<file path="config.mk">
export PLATFORM = sky130hd
export DESIGN_NAME = reg_wb_sequencer
export DESIGN_NICKNAME = d
export VERILOG_FILES = /design/src/rtl/rv_wb_pkg.sv /design/src/rtl/wb_queue.sv /design/src/rtl/reg_wb_sequencer.sv
export SDC_FILE = /design/constraint.sdc
export NUM_CORES = 1
export LEC_CHECK = 0
export CORE_AREA = 2 2 164 166
export CTS_BUF_LIST = sky130_fd_sc_hd__clkbuf_16
export DETAILED_ROUTE_END_ITERATION = 6
export DIE_AREA = 0 0 166 168
export GPL_TIMING_DRIVEN = 0
export MAX_ROUTING_LAYER = met4
export PLACE_DENSITY = 0.73
export REMOVE_ABC_BUFFERS = 1
export SLEW_MARGIN = 20
export SYNTH_ARGS = -nofsm -noshare
export SYNTH_HDL_FRONTEND = slang
export SYNTH_SLANG_ARGS = --single-unit
</file>
<file path="constraint.sdc">
create_clock -name clk_i -period 7.3 [get_ports clk_i]
set_clock_uncertainty 0.2 [all_clocks]
set_input_delay 1.095 -clock clk_i [delete_from_list [all_inputs] [get_ports clk_i]]
set_output_delay 1.095 -clock clk_i [all_outputs]
set_load 0.005 [all_outputs]
</file>
<file path="src/rtl/rv_wb_pkg.sv">
// Shared types and sizes for the register-file writeback sequencer.
package rv_wb_pkg;

    localparam int REG_AW   = 5;
    localparam int REG_DW   = 32;
    localparam int WB_DEPTH = 4;

    typedef enum logic [1:0] {
        WB_IDLE = 2'b00,
        WB_BUSY = 2'b01,
        WB_FULL = 2'b10
    } wb_state_t;

endpackage

</file>
<file path="src/rtl/wb_queue.sv">
// DEPTH-entry circular buffer taking up to two pushes (A older than B) and one pop per cycle.
// Exposes the whole entry array and a valid mask so the top can search pending writes.
module wb_queue
    import rv_wb_pkg::*;
#(
    parameter  int DEPTH = WB_DEPTH,
    parameter  int AW    = REG_AW,
    parameter  int DW    = REG_DW,
    localparam int PW    = $clog2(DEPTH),
    localparam int CW    = PW + 1
) (
    input  logic                     clk_i,
    input  logic                     reset_i,
    input  logic                     push_a_i,
    input  logic [AW-1:0]            addr_a_i,
    input  logic [DW-1:0]            data_a_i,
    input  logic                     push_b_i,
    input  logic [AW-1:0]            addr_b_i,
    input  logic [DW-1:0]            data_b_i,
    input  logic                     pop_i,
    output logic [CW-1:0]            count_o,
    output logic [CW-1:0]            count_next_o,
    output logic [AW-1:0]            head_addr_o,
    output logic [DW-1:0]            head_data_o,
    output logic [DEPTH-1:0][AW-1:0] entry_addr_o,
    output logic [DEPTH-1:0][DW-1:0] entry_data_o,
    output logic [DEPTH-1:0]         valid_o,
    output logic [PW-1:0]            rd_ptr_o
);

    logic [DEPTH-1:0][AW-1:0] addr_q, addr_d;
    logic [DEPTH-1:0][DW-1:0] data_q, data_d;
    logic [PW-1:0]            wr_ptr_q, wr_ptr_d;
    logic [PW-1:0]            rd_ptr_q, rd_ptr_d;
    logic [CW-1:0]            count_q, count_d;
    logic [CW-1:0]            n_push;
    logic                     do_pop;

    // B is only meaningful alongside A, so the second slot is written only for a pair.
    assign do_pop = pop_i && (count_q != '0);
    assign n_push = CW'(push_a_i) + CW'(push_a_i && push_b_i);

    always_comb begin
        addr_d = addr_q;
        data_d = data_q;
        if (push_a_i) begin
            addr_d[wr_ptr_q] = addr_a_i;
            data_d[wr_ptr_q] = data_a_i;
        end
        if (push_a_i && push_b_i) begin
            addr_d[wr_ptr_q + PW'(1)] = addr_b_i;
            data_d[wr_ptr_q + PW'(1)] = data_b_i;
        end
        wr_ptr_d = wr_ptr_q + PW'(n_push);
        rd_ptr_d = rd_ptr_q + PW'(do_pop);
        count_d  = count_q + n_push - CW'(do_pop);
    end

    always_ff @(posedge clk_i) begin
        if (reset_i) begin
            addr_q   <= '0;
            data_q   <= '0;
            wr_ptr_q <= '0;
            rd_ptr_q <= '0;
            count_q  <= '0;
        end else begin
            addr_q   <= addr_d;
            data_q   <= data_d;
            wr_ptr_q <= wr_ptr_d;
            rd_ptr_q <= rd_ptr_d;
            count_q  <= count_d;
        end
    end

    // An entry is live when its distance from the read pointer is below the occupancy.
    always_comb begin
        for (int i = 0; i < DEPTH; i++) begin
            valid_o[i] = ({1'b0, PW'(i) - rd_ptr_q} < count_q);
        end
    end

    assign count_o      = count_q;
    assign count_next_o = count_d;
    assign head_addr_o  = addr_q[rd_ptr_q];
    assign head_data_o  = data_q[rd_ptr_q];
    assign entry_addr_o = addr_q;
    assign entry_data_o = data_q;
    assign rd_ptr_o     = rd_ptr_q;

endmodule

</file>
<file path="src/rtl/reg_wb_sequencer.sv">
// Writeback sequencer: arbitrates ALU/load results into an in-order queue and retires one per cycle.
// Define REG_WB_BYPASS_EN to report queued-but-unwritten values on the RQ query ports.
module reg_wb_sequencer
    import rv_wb_pkg::*;
#(
    parameter int DEPTH = WB_DEPTH,
    parameter int AW    = REG_AW,
    parameter int DW    = REG_DW
) (
    input  logic          clk_i,
    input  logic          reset_i,
    input  logic          alu_valid_i,
    output logic          alu_ready_o,
    input  logic [AW-1:0] alu_addr_i,
    input  logic [DW-1:0] alu_data_i,
    input  logic          ld_valid_i,
    output logic          ld_ready_o,
    input  logic [AW-1:0] ld_addr_i,
    input  logic [DW-1:0] ld_data_i,
    output logic [DW-1:0] wb_data_o,
    output logic [AW-1:0] wb_addr_o,
    output logic          wb_write_o,
    input  logic [AW-1:0] rq_addr1_i,
    input  logic [AW-1:0] rq_addr2_i,
    output logic          rq_hit1_o,
    output logic          rq_hit2_o,
    output logic [DW-1:0] rq_data1_o,
    output logic [DW-1:0] rq_data2_o,
    output logic [1:0]    state_o
);

    localparam int PW = $clog2(DEPTH);
    localparam int CW = PW + 1;

    logic [CW-1:0]            count;
    logic [CW-1:0]            count_next;
    logic [CW-1:0]            free;
    logic                     alu_accept;
    logic                     ld_accept;
    logic                     alu_push;
    logic                     ld_push;
    logic                     push_a;
    logic                     push_b;
    logic [AW-1:0]            addr_a;
    logic [DW-1:0]            data_a;
    logic [AW-1:0]            head_addr;
    logic [DW-1:0]            head_data;
    logic [DEPTH-1:0][AW-1:0] entry_addr;
    logic [DEPTH-1:0][DW-1:0] entry_data;
    logic [DEPTH-1:0]         valid;
    logic [PW-1:0]            rd_ptr;
    wb_state_t                state_q;

    // Readiness uses the registered free count only; a same-edge pop earns no credit.
    assign free        = CW'(DEPTH) - count;
    assign alu_ready_o = (free != '0);
    assign ld_ready_o  = (free >= CW'(2)) || ((free == CW'(1)) && !alu_valid_i);
    assign alu_accept  = alu_valid_i && alu_ready_o;
    assign ld_accept   = ld_valid_i && ld_ready_o;

    // Writes to x0 complete the handshake but are dropped; the load is older when both push.
    assign alu_push = alu_accept && (alu_addr_i != '0);
    assign ld_push  = ld_accept && (ld_addr_i != '0);
    assign push_a   = ld_push || alu_push;
    assign addr_a   = ld_push ? ld_addr_i : alu_addr_i;
    assign data_a   = ld_push ? ld_data_i : alu_data_i;
    assign push_b   = ld_push && alu_push;

    wb_queue #(
        .DEPTH (DEPTH),
        .AW    (AW),
        .DW    (DW)
    ) u_queue (
        .clk_i        (clk_i),
        .reset_i      (reset_i),
        .push_a_i     (push_a),
        .addr_a_i     (addr_a),
        .data_a_i     (data_a),
        .push_b_i     (push_b),
        .addr_b_i     (alu_addr_i),
        .data_b_i     (alu_data_i),
        .pop_i        (wb_write_o),
        .count_o      (count),
        .count_next_o (count_next),
        .head_addr_o  (head_addr),
        .head_data_o  (head_data),
        .entry_addr_o (entry_addr),
        .entry_data_o (entry_data),
        .valid_o      (valid),
        .rd_ptr_o     (rd_ptr)
    );

    assign wb_write_o = (count != '0);
    assign wb_addr_o  = wb_write_o ? head_addr : '0;
    assign wb_data_o  = wb_write_o ? head_data : '0;

    always_ff @(posedge clk_i) begin
        if (reset_i) begin
            state_q <= WB_IDLE;
        end else if (count_next == '0) begin
            state_q <= WB_IDLE;
        end else if (count_next == CW'(DEPTH)) begin
            state_q <= WB_FULL;
        end else begin
            state_q <= WB_BUSY;
        end
    end

    assign state_o = state_q;

`ifdef REG_WB_BYPASS_EN
    logic          hit1, hit2;
    logic [DW-1:0] data1, data2;

    // Walk from oldest to youngest so the last match is the value the register will end up with.
    always_comb begin
        logic [PW-1:0] idx;
        idx   = '0;
        hit1  = 1'b0;
        hit2  = 1'b0;
        data1 = '0;
        data2 = '0;
        for (int k = 0; k < DEPTH; k++) begin
            idx = rd_ptr + PW'(k);
            if (valid[idx]) begin
                if ((rq_addr1_i != '0) && (entry_addr[idx] == rq_addr1_i)) begin
                    hit1  = 1'b1;
                    data1 = entry_data[idx];
                end
                if ((rq_addr2_i != '0) && (entry_addr[idx] == rq_addr2_i)) begin
                    hit2  = 1'b1;
                    data2 = entry_data[idx];
                end
            end
        end
    end

    assign rq_hit1_o  = hit1;
    assign rq_hit2_o  = hit2;
    assign rq_data1_o = data1;
    assign rq_data2_o = data2;
`else
    logic unused_bypass;

    assign rq_hit1_o     = 1'b0;
    assign rq_hit2_o     = 1'b0;
    assign rq_data1_o    = '0;
    assign rq_data2_o    = '0;
    assign unused_bypass = ^{entry_addr, entry_data, valid, rd_ptr, rq_addr1_i, rq_addr2_i};
`endif

endmodule

</file>
Word-level counts from Yosys, hierarchy flattened
Cells that the tools add are included.

Register bits after elaboration: 157. Input bits: 88. Output and inout port bits: 108. Logic and storage cells: 70.

Add/sub/neg operators: 7. Magnitude comparators: 6. Equality and inequality tests: 2. Muxes and demuxes: 25. Reduce and logical (&&, ||, !) cells: 18.

Operator list (number): $bwmux 128 (2); $mux 128 (2); $mux 32 (5); $demux 32 s2 (2); $bmux 32 s2 (1); $bwmux 20 (2); $mux 20 (2); $mux 5 (5); $demux 5 s2 (2); $bmux 5 s2 (1); $reduce_bool 5->1 (2); $logic_and 1x1->1 (9); $lt 2x3->1 const B (3); $reduce_bool 3->1 (2); $ge 2x1->1 const B (2); $add 3x3->3 (1); $eq 3x1->1 const B (1); $eq 3x3->1 const B (1); $ge 3x2->1 const B (1); $logic_not 3->1 (1); $sub 3x1->3 (1); $sub 3x3->3 const A (1); $add 1x1->2 (1); $add 2x1->2 (1); other kinds (6) (7).

Logic depth before layout (Yosys ltp)
Gate-level depths: netlist (run 1).

Word-level depth: 13. Gate-level depth with buffers: 18. Depth with buffers taken out: 15.

Cells and area by module
A second synthesis (run 1) with hierarchy kept.

Cells, all modules: 1207. Area total of the unflattened synthesis: 10448.8 um^2.

Modules (own cells, without submodules): wb_queue (times used 1, cells each 863, area each 8126.5 um^2, sequential area each 3103.0 um^2); reg_wb_sequencer (times used 1, cells each 344, area each 2322.2 um^2, sequential area each 40.0 um^2).

Worst setup path after synthesis (run 1)
Ideal clock, no wire load.

Path type: input -> register. Start point: input ld_addr_i[3]. End point: register state_q[1] (netlist: state_o[1]). Library setup time: 115 ps. Arrival: 3543 ps. Data required time: 6985 ps. Path slack: 3442 ps. Stages: 16. Buffers on the path: 5. Cells stage by stage: nor2_1 and2_1 buf_6 buf_6 buf_6 buf_6 nor2_1 ha_1 buf_2 inv_1 ha_1 fa_1 xnor2_1 xnor2_1 nor2_1 and3_1.

Cells in the longest elaborated chain, start to end: 9. Elaborated cells on any way between the ends: 12. Classes of those cells: add/sub (3); eq/ne (1); mux (1); reduce/logical (7).

RTL lines: start, declared (RTL line reg_wb_sequencer.sv:18) `input logic [AW-1:0] ld_addr_i,`; $reduce_bool 5->1 * (RTL line reg_wb_sequencer.sv:63) `assign ld_push = ld_accept && (ld_addr_i != '0);`; $logic_and 1x1->1 * (RTL line reg_wb_sequencer.sv:63); $logic_or 1x1->1 / $logic_and 1x1->1 (equally long branches) (RTL line reg_wb_sequencer.sv:64, reg_wb_sequencer.sv:67); $logic_and 1x1->1 (RTL line wb_queue.sv:41) `assign n_push = CW'(push_a_i) + CW'(push_a_i && push_b_i);`; $add 1x1->2 * (RTL line wb_queue.sv:41); $add 3x3->3 * (RTL line wb_queue.sv:56) `count_d = count_q + n_push - CW'(do_pop);`; $sub 3x1->3 * (RTL line wb_queue.sv:56); $eq 3x3->1 / $logic_not 3->1 (equally long branches) (RTL line reg_wb_sequencer.sv:102, reg_wb_sequencer.sv:100); $mux 2 / $reduce_or 2->1 (equally long branches); end signal, assigned (RTL line reg_wb_sequencer.sv:101) `state_q <= WB_IDLE;`; end signal, assigned (RTL line reg_wb_sequencer.sv:103) `state_q <= WB_FULL;`; end signal, assigned (RTL line reg_wb_sequencer.sv:105) `state_q <= WB_BUSY;`; end, declared (RTL line reg_wb_sequencer.sv:52) `wb_state_t state_q;`.

Every way passes the cells marked *; elsewhere a longest branch is shown, timed or not. A chain may end at the register's enable or synchronous reset.

Final worst setup path (run 1)
Start point: input ld_addr_i[3]. End point: register u_queue.data_q (netlist bit u_queue.entry_data_o[60]).

Cells in the longest elaborated chain, start to end: 7. Elaborated cells on any way between the ends: 10. Classes of those cells: mux (5); reduce/logical (5).

RTL lines: $reduce_bool 5->1 * (RTL line reg_wb_sequencer.sv:63); $logic_and 1x1->1 * (RTL line reg_wb_sequencer.sv:63); $mux 32 (RTL line reg_wb_sequencer.sv:66) `assign data_a = ld_push ? ld_data_i : alu_data_i;`; $bwmux 128 (RTL line wb_queue.sv:48) `data_d[wr_ptr_q] = data_a_i;`; $mux 128 (RTL line wb_queue.sv:46) `if (push_a_i) begin`; $bwmux 128 (RTL line wb_queue.sv:52) `data_d[wr_ptr_q + PW'(1)] = data_b_i;`; $mux 128 * (RTL line wb_queue.sv:50) `if (push_a_i && push_b_i) begin`; end signal, assigned (RTL line wb_queue.sv:68) `data_q <= data_d;`; end, declared (RTL line wb_queue.sv:32) `logic [DEPTH-1:0][DW-1:0] data_q, data_d;`.

Marked as above.

==> flow_summary.toml, run 1 <==
[cells_and_area]
mostFrequentLayoutCell = "a21oi_1"
area_growth_synth_to_finish_pct = 15.6
finish.net_count = 1612
layout_fillers = 2342
final_area_um2 = 14700
most-common-layout-cells = "a21oi_1, dfxtp_1, o22ai_1, o21ai_0, clkdlybuf4s50_1"
share_of_layout_cells_above_drive_strength_1_pct = 16.2

[yosys]
post_synth_num_cell_types = 46
yosys.area.top_type = "dfxtp_1"
yosys.area_share.xor_xnor_pct = 0.345
synth-async-reset-ratio_pct = 0
synth_sequential_area_ratio_pct = 24.8
yosysWarnings = 0
yosys_most_used_dff = "dfxtp_1"
yosys-mux-area-fraction_pct = 6.57
synth-edff-count = 0
synthTopCellsByArea = "dfxtp_1, a221oi_2, a21oi_1"
ys_ff_latch = 157
synth_compound_area_share_pct = 42.3
syn-cell-area_um2 = 12700
post_synth_and_or_nand_nor_area_fraction_pct = 12.9
syn-instance-count = 1509
synthAdderAreaFrac_pct = 1.34
syn_avg_cell_area_um2 = 8.41
synth_top_family_by_area = "compound AO/OA/AOI/OAI gates"
post-synth-top-area-fraction_pct = 24.8

[timing]
post-route-worst-setup-slack_ns = 2.26
timing.final.hold_violations = 0
finalWorstPathRequiredPeriod_ns = 5.04
fin_crit_sh_pct = 69.1
fmax_mhz = 198
setup-violations-final = 0
final-max-slew-violation-count = 0
rsz0062_at_grt = "false"
worst_slew_pin_slew_ns = 0.847
relative_slew_slack_pct = 43.3

[place]
placement.io_buffers = 119
dp_hpwl_mm = 26.2
finalWeightedCongestion = 0.787
place_ws_ns = 1.95
post_place_instance_area_um2 = 14100

[global_route]
first_global_vias = 12716
track_usage_pct = 30.0
grt_first_pass_wirelength_mm = 66.6
globalRouteOverflowTotal = 0
maximum_number_of_pins_on_one_net_before_global_route_repair = 81
number_of_antenna_violations_at_the_first_check_in_global_routing = 1

[cts]
cts.path.max_buffers = 2
clockRootBuffer = "clkbuf_16"
cts_inserted_buffers = 17
clock_sinks = 157
postCtsHoldBufs = 0
clock_tree.htree_level_count = 4
insertion_delay_ns = 0.43
cts.clk_slew.worst_paths_ns = 0.07
cts_setup_buffers = 0
cts_tree = "done"
post_cts_resized = 0

[power]
static-leakage-power_nw = 4.41
vdd.ir_drop.worst_v = 0.000348
power.density_nw_per_um2 = 383

[drt]
antenna_left = 0
detailedRoute.firstIterationViolations = 1724
max_used_layer = "met4"
met2_length_mm = 19.3
detail_route.wirelength_mm = 42.1
m1WireLength_mm = 16.7
drc_errors = 0
detailedRoute.firstPassIterationCount = 7
route.detailed.vias_per_inst = 7.05
post_drt_wl_per_cell_um = 22.5
met3RoutedLength_mm = 4.42
num_vias = 13150

[worst_setup_path]
critPathArrivalTime_ns = 5.12
setup.worst_path.end_class = "flop"
worst_path_max_delay_cell = "and2_4"
path_max_fanout = 80
worstSetupPathType = "in2reg"
worst_ep_required_time_ns = 7.38
critical_path.cell_chain = "clkdlybuf4s50_1 > nor2_1 > and2_4 > buf_16 > nor2_1 > inv_1 > ha_1 > nor3b_2 > buf_4 > buf_4 > nand2b_2 > buf_16 > o22ai_1 > a311oi_1"
crit_path_max_incr_delay_ns = 0.55
startpoint_type = "input pin"

[floorplan]
std_cell_rows = 60
ios = 196
floorplan_die_height_um = 168
starting_utilization_of_the_core_area_pct = 48.2
die_area_um2 = 27900
placeableCoreArea_um2 = 26400
die_width_um = 166

[job]
cap_violations = 0

[worst_hold_path]
worstHoldPathType = "reg2reg"

[run_status]
outcome = "finished, final reports clean"
-- logic make-up after synthesis --
group	count (synthesis)
buf+inv	268
mux	37
simple gates	302
compound gates	726
other cells	1
xor+xnor	5
fa+ha+maj	13
flops	157
-- cell usage after synthesis, types with 6 or more instances --
cell	number
buf_6	14
o21ai_0	125
a311oi_1	32
a21oi_1	198
nand2_1	100
or3_1	97
ha_1	12
o22ai_1	143
nor2b_1	7
buf_2	74
o31a_1	97
nand3_1	33
nor2_1	7
clkbuf_1	85
mux4_2	37
and2_1	38
inv_1	12
a211oi_1	15
dfxtp_1	157
a221oi_2	96
buf_4	75
buf_1	6
-- final timing paths --
path,startpoint,slack [ns],endpoint,cells after the start
max,ld_addr_i[3],2.26,u_queue.entry_data_o[60],14
min,u_queue.entry_data_o[58],0.32,u_queue.entry_data_o[58],2
max reg2reg,u_queue.count_o[0],2.74,u_queue.entry_data_o[45],16
min reg2reg,u_queue.entry_data_o[58],0.32,u_queue.entry_data_o[58],2
-- routing by layer --
metal | GRT usage, % | vias to the layer above
met5 | - | -
met4 | 14.0 | 0
li1 | - | 5835
met2 | 46.2 | 890
met1 | 38.3 | 6258
met3 | 5.59 | 167
-- power breakdown --
| group | internal [W] | leakage (nW) | total, W | switching (W) |
|---|---|---|---|---|
| logic | 0.00150 | 2.86 | 0.00333 | 0.00182 |
| clock network | 0.000502 | 0.267 | 0.000900 | 0.000398 |
| registers | 0.00113 | 1.28 | 0.00140 | 0.000273 |
| total | 0.00313 | 4.41 | 0.00563 | 0.00250 |
-- critical path, delay by kind of cell --
family	cells	cell delay, ns
AOI/OAI and AO/OA	2	0.23
and+or+nand+nor	5	1.73
buffers and inverters	6	1.61
adders and majority gates	1	0.44
-- per-stage QoR --
| step | TNS, ns | power, W | hold WS [ns] | instances | util [%] |
|---|---|---|---|---|---|
| after floorplan | -255.28 | 0.00334 | 0.284 | 1318 | - |
| after global placement | -862.84 | 0.00421 | 0.305 | 1778 | 49.8 |
| after detailed placement | 0 | 0.00465 | 0.313 | 1833 | 53.5 |
| after CTS | 0 | 0.00556 | 0.322 | 1864 | 55.7 |
| after global routing | 0 | 0.00593 | 0.339 | 1865 | 55.7 |
| final | 0 | 0.00563 | 0.322 | 1865 | 55.7 |
-- layout make-up --
| cell class | instances | area [um^2] | area share [%] |
|---|---|---|---|
| Tap cell | 341 | 427 | 2.91 |
| Sequential cell | 157 | 3150 | 21.5 |
| Timing Repair Buffer | 174 | 2130 | 14.5 |
| Clock inverter | 14 | 146 | 0.998 |
| Inverter | 12 | 47.5 | 0.324 |
| Clock buffer | 17 | 425 | 2.90 |
| Antenna cell | 1 | 2.50 | 0.0171 |
| Multi-Input combinational cell | 1149 | 8340 | 56.8 |
-- registers in the layout, summed over array words and instances (netlist names) --
| name | cells |
|---|---|
| u_queue.entry_data_o | 128 |
| u_queue.entry_addr_o | 20 |
| u_queue.count_o | 3 |
| state_o | 2 |
| u_queue.rd_ptr_o | 2 |
| u_queue.wr_ptr_q | 2 |
Power figures use the tool's default switching activity.
==> run 2: changes to the inputs <==
==> constraint.sdc (replaced) <==
create_clock -name clk_i -period 5.2 [get_ports clk_i]
set_clock_uncertainty 0.2 [all_clocks]
set_input_delay 0.78 -clock clk_i [delete_from_list [all_inputs] [get_ports clk_i]]
set_output_delay 0.78 -clock clk_i [all_outputs]
set_load 0.005 [all_outputs]
==> results of run 2 <==
Same layout as run 1 (identical final DEF). Status: finished, final reports clean.
Main changes from that run: setup slack after placement 1.95 ns -> 0.167 ns; setup slack after layout 2.26 ns -> 0.471 ns; register-to-register setup slack 2.74 ns -> 0.64 ns; total power 0.00563 W -> 0.00790 W; worst IR drop on VDD 0.000348 V -> 0.000489 V
==> run 3: changes to the inputs <==
==> constraint.sdc (replaced) <==
create_clock -name clk_i -period 4.4 [get_ports clk_i]
set_clock_uncertainty 0.2 [all_clocks]
set_input_delay 0.66 -clock clk_i [delete_from_list [all_inputs] [get_ports clk_i]]
set_output_delay 0.66 -clock clk_i [all_outputs]
set_load 0.005 [all_outputs]
==> run 3 against run 2 <==
The flow now finishes with violations (DRC). Via count hardly changed. Sequential share of layout area hardly changed. Routed wire length is 1.2% higher. Critical endpoint unchanged. Worst setup slack worse by 0.28 ns. Critical path depth is 2 lower. Sequential power is 18% higher. Combinational power is 19% higher. Core utilization is 0.13 points higher. Register-to-register slack worse by 0.36 ns. Worst hold slack better by 0.0011 ns. Final cell count is 0.11% higher. Flip-flop and latch count stayed put.
==> flow_summary.toml, run 3 (same netlist as run 1, synthesis figures left out) <==
[global_route]
first_global_vias = 12731
maximum_number_of_pins_on_one_net_before_global_route_repair = 81
number_of_antenna_violations_at_the_first_check_in_global_routing = 1
track_usage_pct = 30.0
grt_first_pass_wirelength_mm = 66.7
globalRouteOverflowTotal = 0

[cells_and_area]
final_area_um2 = 14700
area_growth_synth_to_finish_pct = 15.9
layout_fillers = 2340
most-common-layout-cells = "a21oi_1, dfxtp_1, o22ai_1, o21ai_0, clkdlybuf4s50_1"
share_of_layout_cells_above_drive_strength_1_pct = 16.5
largest_register_ffs = 128
mostFrequentLayoutCell = "a21oi_1"
finish.net_count = 1614

[place]
dp_hpwl_mm = 26.2
finalWeightedCongestion = 0.787
post_place_instance_area_um2 = 14100
placement.io_buffers = 119
place_ws_ns = -0.513

[timing]
relative_slew_slack_pct = 46.2
worst_slew_pin_slew_ns = 0.807
fin_crit_sh_pct = 95.6
setup-violations-final = 0
finalWorstPathRequiredPeriod_ns = 4.21
timing.final.hold_violations = 0
final.hold.worst_slack_ns = 0.323
final-max-slew-violation-count = 0
post-route-worst-setup-slack_ns = 0.192
fmax_mhz = 238
tns_ns = 0
rsz0062_at_grt = "false"

[worst_hold_path]
worstHoldPathType = "reg2reg"

[worst_setup_path]
critPathArrivalTime_ns = 4.29
worst_ep_required_time_ns = 4.48
startpoint_type = "input pin"
path_max_fanout = 80
worstSetupPathType = "in2reg"
setup.worst_path.end_class = "flop"

[power]
static-leakage-power_nw = 4.43
power.density_nw_per_um2 = 638
vdd.ir_drop.worst_v = 0.000582
total_power_w = 0.00938

[floorplan]
std_cell_rows = 60
floorplan_die_height_um = 168
die_width_um = 166
die_area_um2 = 27900
placeableCoreArea_um2 = 26400
starting_utilization_of_the_core_area_pct = 48.2
ios = 196

[drt]
antenna_left = 0
detail_route.wirelength_mm = 42.6
post_drt_wl_per_cell_um = 22.8
drc_errors = 2
detailedRoute.firstPassIterationCount = 7
detailedRoute.firstIterationViolations = 1538
num_vias = 13163
route.detailed.vias_per_inst = 7.05

[cts]
clockRootBuffer = "clkbuf_16"
insertion_delay_ns = 0.44
cts_tree = "done"
cts.path.max_buffers = 2
postCtsHoldBufs = 0
clock_tree.htree_level_count = 4
cts.clk_slew.worst_paths_ns = 0.07
clock_sinks = 157
cts_inserted_buffers = 17

[run_status]
outcome = "finished with violations"
violations = "DRC"

[job]
cap_violations = 0
## run 3: repair_timing
| action | in CTS | in global routing |
|---|---|---|
| buffers inserted | 1 | 0 |
| setup endpoints to repair | 27 | 43 |
| gates resized for setup | 1 | 4 |
| gates cloned | 0 | 1 |
| pin swaps | 1 | 1 |
| endpoints found under the hold margin | 0 | 0 |
## run 3: worst paths after layout
path	slack, ns	depth (start not counted)	start	to
min	0.32	2	u_queue.entry_data_o[58]	u_queue.entry_data_o[58]
max reg2reg	0.28	16	u_queue.count_o[0]	u_queue.entry_data_o[45]
min reg2reg	0.32	2	u_queue.entry_data_o[58]	u_queue.entry_data_o[58]
max	0.19	12	ld_addr_i[0]	u_queue.entry_data_o[60]
## run 3: routing by layer
layer / track usage, % / up-vias / part of all wire [%]
li1: - / 5823 / -
met1: 38.4 / 6278 / 40
met2: 45.9 / 898 / 45
met3: 5.64 / 164 / 11
met4: 14.5 / 0 / 3.7
met5: - / - / 0
## run 3: power breakdown
part / internal (W) / switching, W / leakage (nW) / total, W
Clock: 0.000833 / 0.000667 / 0.267 / 0.00150
Sequential: 0.00187 / 0.000458 / 1.28 / 0.00232
Combinational: 0.00251 / 0.00305 / 2.88 / 0.00555
## run 3: per-stage QoR
step,utilization [%],instances
after CTS,55.7,1865
after global placement,49.8,1778
after global routing,55.8,1867
after floorplan,-,1318
after detailed placement,53.5,1833
final,55.8,1867
## run 3: critical path, stage by stage
cell	delay (ns)
clkdlybuf4s50_1	0.47
nor3_4	0.46
and2_4	0.44
buf_16	0.31
nor2_1	0.11
ha_1	0.32
or3b_4	0.49
buf_12	0.24
nand2b_4	0.24
buf_16	0.26
o22ai_1	0.16
a311oi_1	0.07
## run 3: layout make-up
cell class	instances	area [um^2]	share of cell area [%]
clock inverters	14	146	0.995
clock buffers	17	425	2.89
diodes	1	2.50	0.0170
repair buffers	175	2140	14.6
inverters	12	47.5	0.323
well taps	341	427	2.90
flip-flops and latches	157	3150	21.4
multi-input cells	1150	8370	56.9
